==> src/rtl/tmp2_mon_pkg.sv <==
`default_nettype none
// +----------------------------------------------------------------------+
// | Module  : tmp2_mon_pkg                                               |
// | Brief   : Shared types, display encodings and sizing helper for the  |
// |           multi-channel TMP2 poll/statistics engine.                 |
// | Revision: 1.0 - initial release                                      |
// +----------------------------------------------------------------------+
package tmp2_mon_pkg;

   typedef enum logic [2:0] {
      S_IDLE  = 3'd0,
      S_REQ   = 3'd1,
      S_WAIT  = 3'd2,
      S_STORE = 3'd3,
      S_NEXT  = 3'd4
   } state_t;

   // disp_field selections
   localparam logic [1:0] FIELD_LATEST = 2'd0;
   localparam logic [1:0] FIELD_MIN    = 2'd1;
   localparam logic [1:0] FIELD_MAX    = 2'd2;
   localparam logic [1:0] FIELD_FLAGS  = 2'd3;

   // bit positions inside the flags word shown on the display
   localparam int FLAG_HAVE_BIT  = 0;
   localparam int FLAG_TMO_BIT   = 1;
   localparam int FLAG_ALARM_BIT = 2;

   // ceil(log2(n)) but never below one bit, so single-entry selectors still exist
   function automatic int clog2_min1(input int n);
      return (n > 1) ? $clog2(n) : 1;
   endfunction

endpackage
`default_nettype wire

==> src/rtl/tmp2_mon_if.sv <==
`default_nettype none
// +----------------------------------------------------------------------+
// | Module  : tmp2_mon_if                                                |
// | Brief   : Bundle of request/busy/valid/reading signals between the   |
// |           poll engine (master) and the TMP2 channel instances.       |
// | Revision: 1.0 - initial release                                      |
// +----------------------------------------------------------------------+
interface tmp2_mon_if #(
   parameter int NUM_CH = 4,
   parameter int DATA_W = 16
);
   logic [NUM_CH-1:0]        upd_req;
   logic [NUM_CH-1:0]        ch_busy;
   logic [NUM_CH-1:0]        ch_valid;
   logic [NUM_CH*DATA_W-1:0] ch_temp;

   modport master (output upd_req, input ch_busy, input ch_valid, input ch_temp);
   modport slave  (input upd_req, output ch_busy, output ch_valid, output ch_temp);
endinterface
`default_nettype wire

==> src/rtl/tmp2_ch_stats.sv <==
`default_nettype none
// +----------------------------------------------------------------------+
// | Module  : tmp2_ch_stats                                              |
// | Brief   : Per-channel statistics: latest/min/max reading, have flag, |
// |           hysteretic over-temperature alarm, sticky timeout flag.    |
// | Revision: 1.0 - initial release                                      |
// +----------------------------------------------------------------------+
module tmp2_ch_stats #(
   parameter int DATA_W = 16
) (
   input  logic              clk,
   input  logic              rst,
   input  logic              store_en,
   input  logic              timeout_set,
   input  logic              clear,
   input  logic [DATA_W-1:0] sample,
   input  logic [DATA_W-1:0] alarm_high,
   input  logic [DATA_W-1:0] alarm_hyst,
   output logic [DATA_W-1:0] latest,
   output logic [DATA_W-1:0] min_val,
   output logic [DATA_W-1:0] max_val,
   output logic              have,
   output logic              alarm,
   output logic              timeout_err
);
   // Two extra bits keep the lower bound exact even for the most negative
   // threshold combined with the largest hysteresis.
   logic signed [DATA_W+1:0] sample_x;
   logic signed [DATA_W+1:0] high_x;
   logic signed [DATA_W+1:0] low_x;

   assign sample_x = {{2{sample[DATA_W-1]}}, sample};
   assign high_x   = {{2{alarm_high[DATA_W-1]}}, alarm_high};
   assign low_x    = high_x - $signed({2'b00, alarm_hyst});

   // Clear is applied before a same-cycle store, so the store reseeds min/max.
   always_ff @(posedge clk or posedge rst) begin
      if (rst) begin
         latest      <= '0;
         min_val     <= '0;
         max_val     <= '0;
         have        <= 1'b0;
         alarm       <= 1'b0;
         timeout_err <= 1'b0;
      end else begin
         if (clear) begin
            min_val     <= '0;
            max_val     <= '0;
            have        <= 1'b0;
            timeout_err <= 1'b0;
         end
         if (timeout_set) begin
            timeout_err <= 1'b1;
         end
         if (store_en) begin
            latest <= sample;
            if (clear || !have) begin
               min_val <= sample;
               max_val <= sample;
               have    <= 1'b1;
            end else begin
               if ($signed(sample) < $signed(min_val)) min_val <= sample;
               if ($signed(sample) > $signed(max_val)) max_val <= sample;
            end
            if (sample_x > high_x) begin
               alarm <= 1'b1;
            end else if (sample_x < low_x) begin
               alarm <= 1'b0;
            end
         end
      end
   end
endmodule
`default_nettype wire

==> src/rtl/tmp2_multi_monitor.sv <==
`default_nettype none
// +----------------------------------------------------------------------+
// | Module  : tmp2_multi_monitor                                         |
// | Brief   : Round-robin poll engine for NUM_CH TMP2 channels with      |
// |           per-channel statistics and a registered display mux.       |
// | Revision: 1.0 - initial release                                      |
// +----------------------------------------------------------------------+
module tmp2_multi_monitor
   import tmp2_mon_pkg::*;
#(
   parameter int  NUM_CH   = 4,
   parameter int  DATA_W   = 16,
   parameter int  POLL_CYC = 100000000,
   parameter int  TMO_CYC  = 1000000,
   localparam int SEL_W    = clog2_min1(NUM_CH)
) (
   input  logic              clk,
   input  logic              rst,
   input  logic              enable,
   input  logic              clear_stats,
   input  logic [DATA_W-1:0] alarm_high,
   input  logic [DATA_W-1:0] alarm_hyst,
   tmp2_mon_if.master        mon_bus,
   input  logic [SEL_W-1:0]  disp_sel,
   input  logic [1:0]        disp_field,
   output logic [DATA_W-1:0] disp_value,
   output logic [NUM_CH-1:0] alarm,
   output logic [NUM_CH-1:0] timeout_err,
   output logic              sweep_done
);
   localparam int CNT_W = clog2_min1(POLL_CYC);
   localparam int TMR_W = clog2_min1(TMO_CYC);

   state_t             state, state_nxt;
   logic [SEL_W-1:0]   ch, ch_nxt;
   logic [CNT_W-1:0]   period_cnt;
   logic [TMR_W-1:0]   tmr;
   logic               tick;
   logic               tmr_expired;
   logic               tmr_clr;
   logic               store_en;
   logic               timeout_set;
   logic               last_ch;
   logic [NUM_CH-1:0]  req_vec;

   logic [DATA_W-1:0]  ch_latest [NUM_CH];
   logic [DATA_W-1:0]  ch_min    [NUM_CH];
   logic [DATA_W-1:0]  ch_max    [NUM_CH];
   logic [NUM_CH-1:0]  ch_have;

   assign tick        = enable && (period_cnt == CNT_W'(POLL_CYC - 1));
   assign tmr_expired = (tmr >= TMR_W'(TMO_CYC - 1));
   assign last_ch     = (int'(ch) == NUM_CH - 1);
   assign mon_bus.upd_req = req_vec;

   // Sweep period counter: advances only while polling is enabled.
   always_ff @(posedge clk or posedge rst) begin
      if (rst)         period_cnt <= '0;
      else if (enable) period_cnt <= tick ? '0 : period_cnt + 1'b1;
   end

   // Per-channel timeout timer: restarted on REQ entry, saturates once expired.
   always_ff @(posedge clk or posedge rst) begin
      if (rst)                                                  tmr <= '0;
      else if (tmr_clr)                                         tmr <= '0;
      else if ((state == S_REQ || state == S_WAIT) && !tmr_expired) tmr <= tmr + 1'b1;
   end

   // FSM state and channel index registers.
   always_ff @(posedge clk or posedge rst) begin
      if (rst) begin
         state <= S_IDLE;
         ch    <= '0;
      end else begin
         state <= state_nxt;
         ch    <= ch_nxt;
      end
   end

   // Next-state and strobe decode; ticks outside IDLE are simply not looked at.
   always_comb begin
      state_nxt   = state;
      ch_nxt      = ch;
      req_vec     = '0;
      sweep_done  = 1'b0;
      store_en    = 1'b0;
      timeout_set = 1'b0;
      tmr_clr     = 1'b0;
      case (state)
         S_IDLE: begin
            if (tick) begin
               state_nxt = S_REQ;
               tmr_clr   = 1'b1;
            end
         end
         S_REQ: begin
            if (!mon_bus.ch_busy[ch]) begin
               req_vec[ch] = 1'b1;
               state_nxt   = S_WAIT;
            end else if (tmr_expired) begin
               timeout_set = 1'b1;
               state_nxt   = S_NEXT;
            end
         end
         S_WAIT: begin
            if (mon_bus.ch_valid[ch]) begin
               state_nxt = S_STORE;
            end else if (tmr_expired) begin
               timeout_set = 1'b1;
               state_nxt   = S_NEXT;
            end
         end
         S_STORE: begin
            store_en  = 1'b1;
            state_nxt = S_NEXT;
         end
         S_NEXT: begin
            if (last_ch || !enable) begin
               ch_nxt     = '0;
               sweep_done = last_ch;
               state_nxt  = S_IDLE;
            end else begin
               ch_nxt    = ch + 1'b1;
               state_nxt = S_REQ;
               tmr_clr   = 1'b1;
            end
         end
         default: state_nxt = S_IDLE;
      endcase
   end

   for (genvar k = 0; k < NUM_CH; k++) begin : g_ch
      tmp2_ch_stats #(.DATA_W(DATA_W)) u_stats (
         .clk         (clk),
         .rst         (rst),
         .store_en    (store_en && (ch == SEL_W'(k))),
         .timeout_set (timeout_set && (ch == SEL_W'(k))),
         .clear       (clear_stats),
         .sample      (mon_bus.ch_temp[k*DATA_W +: DATA_W]),
         .alarm_high  (alarm_high),
         .alarm_hyst  (alarm_hyst),
         .latest      (ch_latest[k]),
         .min_val     (ch_min[k]),
         .max_val     (ch_max[k]),
         .have        (ch_have[k]),
         .alarm       (alarm[k]),
         .timeout_err (timeout_err[k])
      );
   end

   // Registered display mux; out-of-range channel selects read as zero.
   always_ff @(posedge clk or posedge rst) begin
      if (rst) begin
         disp_value <= '0;
      end else if (int'(disp_sel) >= NUM_CH) begin
         disp_value <= '0;
      end else begin
         case (disp_field)
            FIELD_LATEST: disp_value <= ch_latest[disp_sel];
            FIELD_MIN:    disp_value <= ch_min[disp_sel];
            FIELD_MAX:    disp_value <= ch_max[disp_sel];
            default: begin
               disp_value                 <= '0;
               disp_value[FLAG_ALARM_BIT] <= alarm[disp_sel];
               disp_value[FLAG_TMO_BIT]   <= timeout_err[disp_sel];
               disp_value[FLAG_HAVE_BIT]  <= ch_have[disp_sel];
            end
         endcase
      end
   end
endmodule
`default_nettype wire

==> src/flat_wrapper.sv <==
// flat-port wrapper written by rule: the top's interface ports become plain ports
module tmp2_multi_monitor_flat import tmp2_mon_pkg::*;
#(
   parameter int  NUM_CH   = 4,
   parameter int  DATA_W   = 16,
   parameter int  POLL_CYC = 100000000,
   parameter int  TMO_CYC  = 1000000,
   localparam int SEL_W    = clog2_min1(NUM_CH)
)
  (clk, rst, enable, clear_stats, alarm_high, alarm_hyst, disp_sel, disp_field, disp_value, alarm, timeout_err, sweep_done, mon_bus_upd_req, mon_bus_ch_busy, mon_bus_ch_valid, mon_bus_ch_temp);
  tmp2_mon_if #(.NUM_CH(NUM_CH), .DATA_W(DATA_W)) mon_bus_i ();
  input  logic clk;
  input  logic rst;
  input  logic enable;
  input  logic clear_stats;
  input  logic [DATA_W-1:0] alarm_high;
  input  logic [DATA_W-1:0] alarm_hyst;
  input  logic [SEL_W-1:0] disp_sel;
  input  logic [1:0] disp_field;
  output logic [DATA_W-1:0] disp_value;
  output logic [NUM_CH-1:0] alarm;
  output logic [NUM_CH-1:0] timeout_err;
  output logic sweep_done;
  output wire logic [$bits(mon_bus_i.upd_req)-1:0] mon_bus_upd_req;
  input wire logic [$bits(mon_bus_i.ch_busy)-1:0] mon_bus_ch_busy;
  input wire logic [$bits(mon_bus_i.ch_valid)-1:0] mon_bus_ch_valid;
  input wire logic [$bits(mon_bus_i.ch_temp)-1:0] mon_bus_ch_temp;
  assign mon_bus_upd_req = mon_bus_i.upd_req;
  assign mon_bus_i.ch_busy = mon_bus_ch_busy;
  assign mon_bus_i.ch_valid = mon_bus_ch_valid;
  assign mon_bus_i.ch_temp = mon_bus_ch_temp;
  tmp2_multi_monitor #(.NUM_CH(NUM_CH), .DATA_W(DATA_W), .POLL_CYC(POLL_CYC), .TMO_CYC(TMO_CYC)) u_core (.clk(clk), .rst(rst), .enable(enable), .clear_stats(clear_stats), .alarm_high(alarm_high), .alarm_hyst(alarm_hyst), .mon_bus(mon_bus_i), .disp_sel(disp_sel), .disp_field(disp_field), .disp_value(disp_value), .alarm(alarm), .timeout_err(timeout_err), .sweep_done(sweep_done));
endmodule
==> config.mk <==
export PLATFORM = sky130hd
export DESIGN_NAME = tmp2_multi_monitor_flat
export DESIGN_NICKNAME = d
export VERILOG_FILES = /design/src/rtl/tmp2_mon_pkg.sv /design/src/rtl/tmp2_mon_if.sv /design/src/rtl/tmp2_ch_stats.sv /design/src/rtl/tmp2_multi_monitor.sv /design/src/flat_wrapper.sv
export SDC_FILE = /design/constraint.sdc
export NUM_CORES = 1
export LEC_CHECK = 0
export CAP_MARGIN = 0
export CORE_MARGIN = 2
export CORE_UTILIZATION = 55
export DETAILED_ROUTE_END_ITERATION = 16
export HOLD_SLACK_MARGIN = 0.02
export PLACE_DENSITY = 0.85
export SLEW_MARGIN = 20
export SYNTH_ARGS = -nofsm -noshare
export SYNTH_HDL_FRONTEND = slang
export SYNTH_SLANG_ARGS = --single-unit
==> constraint.sdc <==
create_clock -name clk -period 10.25 [get_ports clk]
set_input_delay 1.025 -clock clk [delete_from_list [all_inputs] [get_ports clk]]
set_output_delay 1.025 -clock clk [all_outputs]
set_load 0.005 [all_outputs]
==> summary.txt <==
Routing
  • DR vias/cell: between 6 and 7
  • Vias: 17088
  • Initial DRT Pass Iterations: 6
  • Routed wire per std cell: 23.4 um
  • Routed Antenna Nets: 0
  • Final routed DRC violation total: 0
  • DR iter-0 viols: 1610
  • Routed wire length: 61800 um

Setup path
  • Most frequent CP cell: a21oi_1
  • Slowest stage delay, CP: 580 ps
  • CP max stage cell: clkdlybuf4s50_1
  • WS Path Type: in -> reg
  • R2r setup slk: 7010 ps
  • Startpoint types: input pin
  • Critical Path Source: alarm_high[0]
  • Worst EP arrival: 5700 ps
  • Worst Path Max Fanout: 5
  • Critical-path cell list: clkdlybuf4s50_1 > inv_1 > ha_1 > fa_1 > nor2b_1 > o31a_1 > o21ai_0 > nand2b_1 > a21oi_1 > nor2_1 > nor2_1 > xor2_1 > ha_1 > or4_1 > a221oi_1 > a21oi_1 > maj3_1 > maj3_2 > a221oi_1 > a21oi_1
  • Worst setup EP type: flop
  • CP required: between 10000 and 15000 ps
  • RR Startpoint: u_core.g_ch[0].u_stats.max_val[9]

Global route
  • Remaining global-route overflow: 0
  • GRT Total Usage: 0.334
  • First-pass GRT wire length: 94000 um
  • Antenna violations before repair: 1
  • Largest net degree at the start of global routing: around 120
  • Vias in the first global route: 16829

Synthesis
  • Largest area contributor in the netlist: dfrtp_1
  • Synthesized net count: 2431
  • Syn Area/Cell: 9.54 um^2
  • Syn Inst Count: 2054
  • Area contributors post-synth: dfrtp_1 35%, ha_1 17%, mux4_2 6.4%, nand2_1 4.3%, inv_1 4.0%
  • Synthesized cell area: 0.0196 mm^2
  • Yosys warnings: 0
  • Main synth FF type: dfrtp_1
  • EDFF count, synth: 0
  • Post-synth ARST share: 1.00
  • FF+latch count, synth: 272
  • Post-synthesis cell type count: 75
  • Yosys top cell area share: 0.347
  • Sequential area share after synthesis: 0.347

Power
  • Power density cells: 172 mW/mm^2
  • Maximum VDD drop: 0.113 mV
  • Leakage power figure: 10.2 nW
  • Design Power: 3.84 mW

Placed design
  • RePlAce Congestion: 1.01
  • Post-DP HPWL: 46200 um
  • Port bufs: 140
  • Placed cell areas: 0.0214 mm^2

STA
  • Setup TNS Final: 0 ps
  • Slew margin rel.: 0.255
  • Setup Skew: 14.7 ps
  • Hold Fails Final Rpt: 0
  • Slew Viols, Final: 0
  • RSZ-0062 raised after global routing: no
  • Hold WS: 475 ps
  • Final setup viols: 0
  • Min Tclk post-route: 5250 ps
  • Final worst-path cycle share: 0.512
  • Least-Margin Pin Slew: 1120 ps
  • Max Fclk: around 190 MHz

Clocking
  • Number of buffers created by CTS: 29
  • Post-CTS sizing: 0
  • Worst skew pair latency: ~570 ps
  • CTS root buffer: clkbuf_16
  • CTS Sinks: 272
  • H-tree depth: 1
  • Hold buffers post-CTS: 0
  • CTS tree: done
  • Clock transition at the registers of the reported paths: 70 ps
  • Post-CTS Setup Bufs: 0
  • CTS max path bufs: 3

Die
  • Width of the die: 193 um
  • Die Height: 193 um
  • I/O pin count: 141
  • Die ar.: 0.0372 mm^2
  • Row cnt: 69
  • Core Area: 0.0353 mm^2
  • Starting Density: 0.555

Finish
  • N_diodes: 0
  • Finished Cell Area: roughly 0.022 mm^2
  • Share of cells above drive strength 1: 0.0844
  • Finished Core Util: 0.632
  • Nets: 2542
  • Synthesis-to-finish area growth: 13.9%
  • Commonest non-fill, non-tap cell in the layout: dfrtp_1
  • Commonest cells after routing, fill and taps aside: 272 x dfrtp_1, 264 x ha_1, 222 x nand2_1, 208 x inv_1, 137 x clkdlybuf4s50_1

Job
  • Max-Cap Viols: 0

Status
  • Status: finished clean

Hold path
  • Min-delay src: u_core.g_ch[1].u_stats.latest[15]
  • Hold Path Class: reg -> reg
## report_power, final
part | internal (mW) | switching (mW)
Combinational | 0.561 | 0.670
Sequential | 1.32 | 0.242
Clock | 0.608 | 0.441
## registers in the layout (all words and copies together) (netlist names)
signal	cells
u_core.ch	2
u_core.disp_value	16
u_core.g_ch.u_stats.alarm	4
u_core.g_ch.u_stats.have	4
u_core.g_ch.u_stats.latest	64
u_core.g_ch.u_stats.max_val	64
u_core.g_ch.u_stats.min_val	64
u_core.g_ch.u_stats.timeout_err	4
u_core.period_cnt	27
u_core.state	3
u_core.tmr	20
## per-stage QoR
stage / instances / worst slack [ps]
6_report: 2642 / 5000
5_1_grt: 2642 / 4530
4_1_cts: 2642 / 5040
3_3_place_gp: 2595 / 4610
2_1_floorplan: 2054 / 1730
3_5_place_dp: 2595 / 4440
## worst max-delay path, delay by kind of cell
kind | cells | cell delay, ps
adders and majority gates | 5 | 1590
AOI/OAI and AO/OA | 7 | 1280
and+or+nand+nor | 5 | 940
buffers and inverters | 2 | 650
xor gates and xnor gates | 1 | 210
## worst paths after layout
| kind | depth (start not counted) | end |
|---|---|---|
| min in group asynchronous | 2 | u_core.tmr[9] |
| worst min-delay path | 2 | u_core.g_ch[1].u_stats.latest[15] |
| worst max register to register | 12 | u_core.g_ch[0].u_stats.max_val[2] |
| max in group asynchronous | 3 | u_core.g_ch[0].u_stats.latest[11] |
| worst max-delay path | 20 | u_core.g_ch[0].u_stats.alarm |
| worst min register to register | 2 | u_core.g_ch[1].u_stats.latest[15] |
## synthesized netlist by cell type (all sizes together), types with 22 or more instances
cell type / n
dfrtp: 272
ha: 264
nand2: 223
inv: 210
nor2: 135
o21ai: 123
a21oi: 80
mux4: 56
a21o: 54
clkbuf: 52
a22o: 45
mux2: 36
buf: 34
nand4: 34
nand3: 33
o211ai: 29
o21a: 29
xor2: 29
nand2b: 26
o31ai: 26
a31oi: 24
mux2i: 24
xnor2: 23
nor2b: 22
## metal layers
metal / part of all wire / vias up / GRT usage
li1: - / 7604 / -
met1: 0.39 / 8279 / 0.430
met2: 0.45 / 991 / 0.522
met3: 0.11 / 212 / 0.0884
met4: 0.051 / 2 / 0.168
met5: 0.00013 / - / 0
## cell type report
class,count,area [um^2]
fill,2779,13000
multi-input combinational,1486,11600
sequential,272,6810
timing repair buffer,166,1590
clock buffer,41,831
inverter,210,796
tap,461,577
clock inverter,6,87.6
## cells by family (layout without fill, tap and decap cells)
logic type	count (synthesis)	count (layout)	synth area share
adders and majority gates	268	268	0.171
DFF	272	272	0.347
muxes	116	116	0.0973
buffers and inverters	296	423	0.0601
AOI/OAI and AO/OA	496	496	0.170
and+or+nand+nor	554	554	0.131
xor gates and xnor gates	52	52	0.0232
Note: power is estimated with default switching activity, not from simulation.
